### src/rtl/multicycle_control_unit.sv
// Multicycle RV32I control unit: Moore FSM that sequences fetch, decode,
// execute, memory access and writeback over a shared instruction/data memory.
// State encoding, visible on state_o:
//   0 FETCH   1 DECODE  2 MEMADR  3 MEMREAD  4 MEMWB   5 MEMWRITE 6 EXECR
//   7 EXECI   8 ALUWB   9 BRANCH 10 JUMP    11 JALR   12 LINK    13 LUI   14 TRAP
//
// Memory handshake: in FETCH, MEMREAD and MEMWRITE the request (mem_read or
// mem_write with adr_src) is held steady every cycle the state is occupied.
// A transfer completes on the first cycle mem_ready is high; only on that
// cycle are the dependent enables (ir_write/pc_write in FETCH) asserted and
// only then does the FSM advance. With MEM_HANDSHAKE=0, mem_ready is treated
// as permanently high.
module multicycle_control_unit #(
  parameter int ALU_CTRL_W    = 4,
  parameter int MEM_HANDSHAKE = 1,
  parameter int TRAP_STICKY   = 1
) (
  input  logic                  clk,
  input  logic                  rst,
  input  logic [6:0]            opcode,
  input  logic [2:0]            funct3,
  input  logic                  funct7,
  input  logic                  eq,
  input  logic                  lt,
  input  logic                  ltu,
  input  logic                  mem_ready,
  output logic                  pc_write,
  output logic                  ir_write,
  output logic                  adr_src,
  output logic                  mem_read,
  output logic                  mem_write,
  output logic                  reg_write,
  output logic                  pc_lsb_clear,
  output logic [1:0]            alu_src_a,
  output logic [1:0]            alu_src_b,
  output logic [ALU_CTRL_W-1:0] alu_ctrl,
  output logic [2:0]            imm_src,
  output logic [1:0]            result_src,
  output logic                  illegal_instr,
  output logic [3:0]            state_o
);

  typedef enum logic [3:0] {
    S_FETCH    = 4'd0,
    S_DECODE   = 4'd1,
    S_MEMADR   = 4'd2,
    S_MEMREAD  = 4'd3,
    S_MEMWB    = 4'd4,
    S_MEMWRITE = 4'd5,
    S_EXECR    = 4'd6,
    S_EXECI    = 4'd7,
    S_ALUWB    = 4'd8,
    S_BRANCH   = 4'd9,
    S_JUMP     = 4'd10,
    S_JALR     = 4'd11,
    S_LINK     = 4'd12,
    S_LUI      = 4'd13,
    S_TRAP     = 4'd14
  } state_t;

  localparam logic [6:0] OP_LOAD  = 7'b0000011;
  localparam logic [6:0] OP_STORE = 7'b0100011;
  localparam logic [6:0] OP_R     = 7'b0110011;
  localparam logic [6:0] OP_I     = 7'b0010011;
  localparam logic [6:0] OP_B     = 7'b1100011;
  localparam logic [6:0] OP_JAL   = 7'b1101111;
  localparam logic [6:0] OP_JALR  = 7'b1100111;
  localparam logic [6:0] OP_LUI   = 7'b0110111;
  localparam logic [6:0] OP_AUIPC = 7'b0010111;

  localparam logic [3:0] ALU_ADD   = 4'b0000;
  localparam logic [3:0] ALU_SUB   = 4'b1000;
  localparam logic [3:0] ALU_SLL   = 4'b0111;
  localparam logic [3:0] ALU_SRL   = 4'b1001;
  localparam logic [3:0] ALU_SRA   = 4'b1101;
  localparam logic [3:0] ALU_XOR   = 4'b1010;
  localparam logic [3:0] ALU_OR    = 4'b1011;
  localparam logic [3:0] ALU_AND   = 4'b1100;
  localparam logic [3:0] ALU_SLT   = 4'b1110;
  localparam logic [3:0] ALU_SLTU  = 4'b1111;
  localparam logic [3:0] ALU_PASSB = 4'b0100;

  state_t     state;
  state_t     decode_next;
  logic       ready;
  logic       taken;
  logic [3:0] exec_alu;
  logic [3:0] alu4;

  assign ready   = (MEM_HANDSHAKE == 0) ? 1'b1 : mem_ready;
  assign state_o = state;
  assign alu_ctrl = ALU_CTRL_W'(alu4);

  // Classify the instruction in IR; unsupported opcodes or funct3 values go to TRAP.
  always_comb begin
    decode_next = S_TRAP;
    case (opcode)
      OP_LOAD: begin
        case (funct3)
          3'b000, 3'b001, 3'b010, 3'b100, 3'b101: decode_next = S_MEMADR;
          default:                                decode_next = S_TRAP;
        endcase
      end
      OP_STORE: begin
        case (funct3)
          3'b000, 3'b001, 3'b010: decode_next = S_MEMADR;
          default:                decode_next = S_TRAP;
        endcase
      end
      OP_R:     decode_next = S_EXECR;
      OP_I:     decode_next = S_EXECI;
      OP_B: begin
        case (funct3)
          3'b010, 3'b011: decode_next = S_TRAP;
          default:        decode_next = S_BRANCH;
        endcase
      end
      OP_JAL:   decode_next = S_JUMP;
      OP_JALR:  decode_next = S_JALR;
      OP_LUI:   decode_next = S_LUI;
      OP_AUIPC: decode_next = S_ALUWB;
      default:  decode_next = S_TRAP;
    endcase
  end

  // Branch condition from the ALU flags of A-B; funct3 bit 0 inverts the sense.
  always_comb begin
    taken = 1'b0;
    case (funct3)
      3'b000:  taken = eq;
      3'b001:  taken = ~eq;
      3'b100:  taken = lt;
      3'b101:  taken = ~lt;
      3'b110:  taken = ltu;
      3'b111:  taken = ~ltu;
      default: taken = 1'b0;
    endcase
  end

  // ALU operation for EXECR/EXECI; IR[30] means SUB only for R-type add, SRA for shifts right.
  always_comb begin
    exec_alu = ALU_ADD;
    case (funct3)
      3'b000:  exec_alu = (state == S_EXECR && funct7) ? ALU_SUB : ALU_ADD;
      3'b001:  exec_alu = ALU_SLL;
      3'b010:  exec_alu = ALU_SLT;
      3'b011:  exec_alu = ALU_SLTU;
      3'b100:  exec_alu = ALU_XOR;
      3'b101:  exec_alu = funct7 ? ALU_SRA : ALU_SRL;
      3'b110:  exec_alu = ALU_OR;
      default: exec_alu = ALU_AND;
    endcase
  end

  // Immediate format follows the opcode in every state.
  always_comb begin
    imm_src = 3'b000;
    case (opcode)
      OP_LUI, OP_AUIPC: imm_src = 3'b001;
      OP_STORE:         imm_src = 3'b010;
      OP_B:             imm_src = 3'b011;
      OP_JAL:           imm_src = 3'b100;
      default:          imm_src = 3'b000;
    endcase
  end

  // State register: advance through the instruction, holding on memory waits.
  always_ff @(posedge clk or posedge rst) begin
    if (rst) begin
      state <= S_FETCH;
    end else begin
      case (state)
        S_FETCH:    if (ready) state <= S_DECODE;
        S_DECODE:   state <= decode_next;
        S_MEMADR:   state <= (opcode == OP_LOAD) ? S_MEMREAD : S_MEMWRITE;
        S_MEMREAD:  if (ready) state <= S_MEMWB;
        S_MEMWB:    state <= S_FETCH;
        S_MEMWRITE: if (ready) state <= S_FETCH;
        S_EXECR:    state <= S_ALUWB;
        S_EXECI:    state <= S_ALUWB;
        S_ALUWB:    state <= S_FETCH;
        S_BRANCH:   state <= S_FETCH;
        S_JUMP:     state <= S_LINK;
        S_JALR:     state <= S_LINK;
        S_LINK:     state <= S_FETCH;
        S_LUI:      state <= S_FETCH;
        S_TRAP:     if (TRAP_STICKY == 0) state <= S_FETCH;
        default:    state <= S_FETCH;
      endcase
    end
  end

  // Moore output decode; reset suppresses every write/read enable.
  always_comb begin
    pc_write      = 1'b0;
    ir_write      = 1'b0;
    adr_src       = 1'b0;
    mem_read      = 1'b0;
    mem_write     = 1'b0;
    reg_write     = 1'b0;
    pc_lsb_clear  = 1'b0;
    alu_src_a     = 2'b00;
    alu_src_b     = 2'b00;
    alu4          = ALU_ADD;
    result_src    = 2'b00;
    illegal_instr = 1'b0;
    case (state)
      S_FETCH: begin
        mem_read   = 1'b1;
        ir_write   = ready;
        pc_write   = ready;
        alu_src_b  = 2'b10;
        result_src = 2'b10;
      end
      S_DECODE: begin
        alu_src_a = 2'b01;
        alu_src_b = 2'b01;
      end
      S_MEMADR: begin
        alu_src_a = 2'b10;
        alu_src_b = 2'b01;
      end
      S_MEMREAD: begin
        adr_src  = 1'b1;
        mem_read = 1'b1;
      end
      S_MEMWB: begin
        result_src = 2'b01;
        reg_write  = 1'b1;
      end
      S_MEMWRITE: begin
        adr_src   = 1'b1;
        mem_write = 1'b1;
      end
      S_EXECR: begin
        alu_src_a = 2'b10;
        alu4      = exec_alu;
      end
      S_EXECI: begin
        alu_src_a = 2'b10;
        alu_src_b = 2'b01;
        alu4      = exec_alu;
      end
      S_ALUWB: reg_write = 1'b1;
      S_BRANCH: begin
        alu_src_a = 2'b10;
        alu4      = ALU_SUB;
        pc_write  = taken;
      end
      S_JUMP: pc_write = 1'b1;
      S_JALR: begin
        alu_src_a    = 2'b10;
        alu_src_b    = 2'b01;
        result_src   = 2'b10;
        pc_write     = 1'b1;
        pc_lsb_clear = 1'b1;
      end
      S_LINK: begin
        alu_src_a  = 2'b01;
        alu_src_b  = 2'b10;
        result_src = 2'b10;
        reg_write  = 1'b1;
      end
      S_LUI: begin
        alu_src_b  = 2'b01;
        alu4       = ALU_PASSB;
        result_src = 2'b10;
        reg_write  = 1'b1;
      end
      S_TRAP:  illegal_instr = 1'b1;
      default: illegal_instr = 1'b0;
    endcase
    if (rst) begin
      pc_write  = 1'b0;
      ir_write  = 1'b0;
      reg_write = 1'b0;
      mem_write = 1'b0;
      mem_read  = 1'b0;
    end
  end

endmodule
### config.mk
export PLATFORM = sky130hd
export DESIGN_NAME = multicycle_control_unit
export DESIGN_NICKNAME = d
export VERILOG_FILES = /design/src/rtl/multicycle_control_unit.sv
export SDC_FILE = /design/constraint.sdc
export NUM_CORES = 1
export LEC_CHECK = 0
export CAP_MARGIN = 20
export CORE_UTILIZATION = 40
export CTS_CLUSTER_DIAMETER = 60
export DETAILED_ROUTE_END_ITERATION = 12
export PLACE_DENSITY = 0.8
export SYNTH_ARGS = -nofsm -noshare
export SYNTH_HDL_FRONTEND = slang
export SYNTH_SLANG_ARGS = --single-unit
### constraint.sdc
create_clock -name clk -period 2.3 [get_ports clk]
set_clock_uncertainty 0.05 [all_clocks]
set_input_delay 0.69 -clock clk [delete_from_list [all_inputs] [get_ports clk]]
set_output_delay 0.69 -clock clk [all_outputs]
set_load 0.005 [all_outputs]
# --- Word level (Yosys, flattened, before mapping) ---
# Index checks and enable logic that the tools add are counted.
word_totals:
  output_inout_bits: 25
  input_bits: 17
  register_bits: 4
classes:
  n_bitwise: 4
  n_eq_ne: 33
  n_mux: 31
  reduce_logical: 18
op_table:
  columns: ["op", "n"]
  rows:
  - ["4-bit case mux with 9 select lines", 1]
  - ["4-bit case mux with 8 select lines", 1]
  - ["4-bit == test, second input constant", 7]
  - ["4-bit case mux with 7 select lines", 1]
  - ["4-bit 2-to-1 mux", 6]
  - ["7-bit by 6-bit == test with 1-bit output, second input constant", 3]
  - ["7-bit == test, second input constant", 3]
  - ["4-bit by 3-bit == test with 1-bit output, second input constant", 4]
  - ["2-bit OR reduction", 8]
  - ["5-bit OR reduction", 3]
  - ["7-bit by 5-bit == test with 1-bit output, second input constant", 2]
  - ["3-bit == test, second input constant", 4]
  - ["1-bit 2-to-1 mux", 12]
  - ["2-bit case mux with 2 select lines", 3]
  - ["3-bit case mux with 4 select lines", 1]
  - ["4-bit case mux with 3 select lines", 1]
  - ["3-bit 2-to-1 mux", 3]
  - ["4-bit by 2-bit == test with 1-bit output, second input constant", 2]
  - ["4-bit OR reduction", 2]
  - ["7-bit by 2-bit == test with 1-bit output, second input constant", 1]
  - ["3-bit by 2-bit == test with 1-bit output, second input constant", 2]
  - ["2-bit inequality test, second input constant", 3]
  - ["1-bit case mux with 6 select lines", 1]
  - ["4-bit by 1-bit == test with 1-bit output, second input constant", 1]
  - ["other kinds (8)", 11]

# --- Logic depth before layout (Yosys ltp) ---
depth:
  ltp_word: 5
  depth_mapped: 6
  depth_no_buf: 4

# --- Worst setup path after synthesis ---
# Ideal clock, no wire load.
synth_timing:
  path_kind: "in2out"
  start: "in funct3[0]"
  end: "out pc_write"
  t_required_ns: 1.560
  stages: 5
  n_path_buf: 1
  setup_slack_ns: 0.095
  arrival_ns: 1.465
  cell_sequence: "buf_2 -> xnor2_1 -> o311ai_1 -> a21oi_1 -> nor4_2"
synth_via:
  elab_chain_cells: 4
  elab_cells_between_ends: 9
  cone_classes: "eq/ne (5); mux (3); reduce/logical (1)"
synth_rtl:
  columns: ["element", "line", "source"]
  rows:
  - ["start, declared", "21", "input logic [2:0] funct3,"]
  - ["3-bit == test (tied with other cells)", "129", "case (funct3)"]
  - ["1-bit case mux with 6 select lines (*)", "129", null]
  - ["1-bit case mux with 3 select lines (*)", "207", "case (state)"]
  - ["1-bit 2-to-1 mux (*)", "273", "if (rst) begin"]
  - ["end, declared", "27", "output logic pc_write,"]
# Mark *: on every way between the ends. The rest lies on a longest branch, timed or not.

# --- Worst setup path after layout ---
layout_timing:
  start: "in funct3[2]"
  end: "out alu_ctrl[2]"
layout_via:
  elab_chain_cells: 3
  elab_cells_between_ends: 9
  cone_classes: "eq/ne (6); mux (2); reduce/logical (1)"
layout_rtl:
  columns: ["element", "line", "source"]
  rows:
  - ["3-bit == test (tied with other cells)", "143", "case (funct3)"]
  - ["4-bit case mux with 7 select lines (*)", "143", null]
  - ["4-bit case mux with 3 select lines (*)", "207", null]
  - ["end, declared", "36", "output logic [ALU_CTRL_W-1:0] alu_ctrl,"]
# Marked as above.

==> out/results.txt <==
Status: finished with violations
Failing checks: setup timing
Type of origin of the critical path: primary input
Sw frac: 45.1%
Global-route usage over all layers: 30.0%
DR pass1 iterations: 4
Tmin final: 2.40 ns
Yosys top cell area share: 11.8%
First-pass GRT wire length: 4890 µm
Cells after Synth: 125
Port Buffers: 41
Total CTS buffers: 3
Endpoints failing hold: 0
Commonest non-fill, non-tap cell in the layout: buf_4
Most frequent cells in the layout: buf_4, dlygate4sd2_1, nand2_1, clkbuf_2, nor2_1
Routed vias/inst: 5.56
Final hold slack: 0.583 ns
Total negative setup slack: -0.168 ns
Gr ovfl total: 0
Psw: 0.690 mW
Crit. End Element: output pin
Pin count of the biggest net entering global routing: 20
Post-synth net total: 142
Die height: 48.1 µm
Max Slew Vio Count: 0
Async S/R FF share, synth: 100%
Unrepaired setup endpoints after global routing: yes
Max reg flops: 4
Top cells by area, synth: dfrtp_1, a21oi_1, nand2_1
Final Net Count: 218
CTS sink count: 4
Syn-to-layout area delta: 97.4%
Final setup vio count: 2
Slew margin rel.: 65.2%
Drt drc: 0
Primary FF master, synth: dfrtp_1
Crit path DAT: 1.66 ns
Vias in the first global route: 1162
Worst Path Required: 1.56 ns
Number of synthesized flops with an enable pin: 0
Warnings from Yosys: 0
Worst vdd ir: 0.625 mV
Hold_buf cts: 0
Comb pwr share: 85.7%
Post-synthesis sequential area ratio: 11.8%
Core ar.: 0.00198 mm²
Post-DRT Antenna Nets: 0
Clk buf depth: 2
Initial antenna violation count: 0
H-tree levels: 1
Root Buffer: clkbuf_4
CTS tree: built
Die Area: 0.00232 mm²
Crit-path max FO: 5
Initial Util: 42.9%
CP Class: in -> out
Period utilization: 104%
PnR worst setup slack: -0.103 ns
Drt total wl: 3610 µm
Hold Crit Class: in -> async
Synth Area per Inst: 6.81 µm²
Number of distinct library cells after synthesis: 46
Least-Margin Pin Slew: 0.520 ns
Seq cells post-synth: 4
Initial DRC Count: 30
Seq pwr share: 8.6%
Routability Congestion: 0.867
Reg clk slew, reported paths: 0.04 ns
Dpl hpwl: 2230 µm
Std cell rows: 16
Max Fclk: 416 MHz
Vias: 1256
Antenna Diode Count: 0
WL per Instance: 16.0 µm
Cell internal pwr: 0.839 mW
Reg2Reg Setup Slack: 0.42 ns
Pwr dens: 910 mW/mm²
DIE WIDTH: 48.1 µm
Max Cap Violations: 0
Worst skew pair latency: 0.24 ns
Dominant cell type by area after synthesis: dfrtp_1
IO Pins: 42
Clock network fraction of total power: 5.7%
Layout cells sized above 1: 51.3%
Mapped Area: 851 µm²
LEAKAGE: 0.810 nW
-- power groups by stage --
| stage | combinational [mW] | sequential, mW | clock, mW |
|---|---|---|---|
| 2_1_floorplan | 0.535 | 0.135 | 0 |
| 3_3_place_gp | 1.05 | 0.124 | 0 |
| 3_5_place_dp | 1.08 | 0.124 | 0 |
| 4_1_cts | 1.20 | 0.126 | 0.0913 |
| 5_1_grt | 1.42 | 0.133 | 0.0937 |
| 6_report | 1.31 | 0.131 | 0.0876 |
-- worst max-delay path, stage by stage --
cell,delay [ns]
buf_2,0.15
buf_4,0.17
a21oi_1,0.19
o211ai_1,0.18
a21boi_1,0.15
buf_2,0.12
-- routing by layer --
metal | wire length, µm | global-route usage (%)
met1 | 1380 | 33.0
met2 | 2010 | 59.7
met3 | 146 | 4.44
met4 | 74 | 6.67
met5 | 0 | 0
-- kinds of logic after synthesis --
logic type | count (synthesis) | synth area share [%]
compound gates | 35 | 27.4
xor+xnor | 6 | 6.18
flops | 4 | 11.8
buf+inv | 19 | 13.1
simple gates | 59 | 39.3
mux | 2 | 2.35
-- Yosys cell counts (3+ instances only) --
master,number
nor2_1,11
and3_1,3
buf_4,5
nor2b_1,4
dfrtp_1,4
a21oi_1,10
nor3_1,6
nand2_1,12
inv_1,6
nor4b_1,3
xnor2_1,4
buf_2,5
nor4_1,4
a31oi_1,4
nand3_1,3
-- timing repair --
action,4_1_cts,5_1_grt
gates cloned,0,0
gates resized for setup,103,46
buffers inserted,7,3
pin swaps,14,8
setup endpoints to repair,21,14
-- stage by stage --
stage	util, %	cells	setup slack [ns]	cell area (µm²)	total power [mW]
after CTS	81.0	223	-0.183	1610	1.42
final	84.7	226	-0.103	1680	1.53
after detailed placement	73.4	213	-0.921	1450	1.20
after floorplan	-	125	0.0950	851	0.670
after global placement	73.4	213	-0.821	1450	1.17
after global routing	84.7	226	-0.185	1680	1.64
-- layout make-up --
cell class | instances | area, µm²
Tap cell | 27 | 33.8
Fill cell | 118 | 303
Sequential cell | 4 | 100
Clock buffer | 3 | 22.5
Timing Repair Buffer | 84 | 666
Inverter | 6 | 25.0
Multi-Input combinational cell | 102 | 832
-- worst paths after layout --
path                       cells past startpoint       start          end
setup / recovery                               6   funct3[2]  alu_ctrl[2]
hold / removal                                 3         rst   state_o[2]
setup reg to reg                               6  state_o[1]   state_o[2]
hold reg to reg                                2  state_o[3]   state_o[0]
max in group asynchronous                      3         rst   state_o[0]
min in group clk                               2  state_o[3]   state_o[0]
Power figures use the tool's default switching activity.
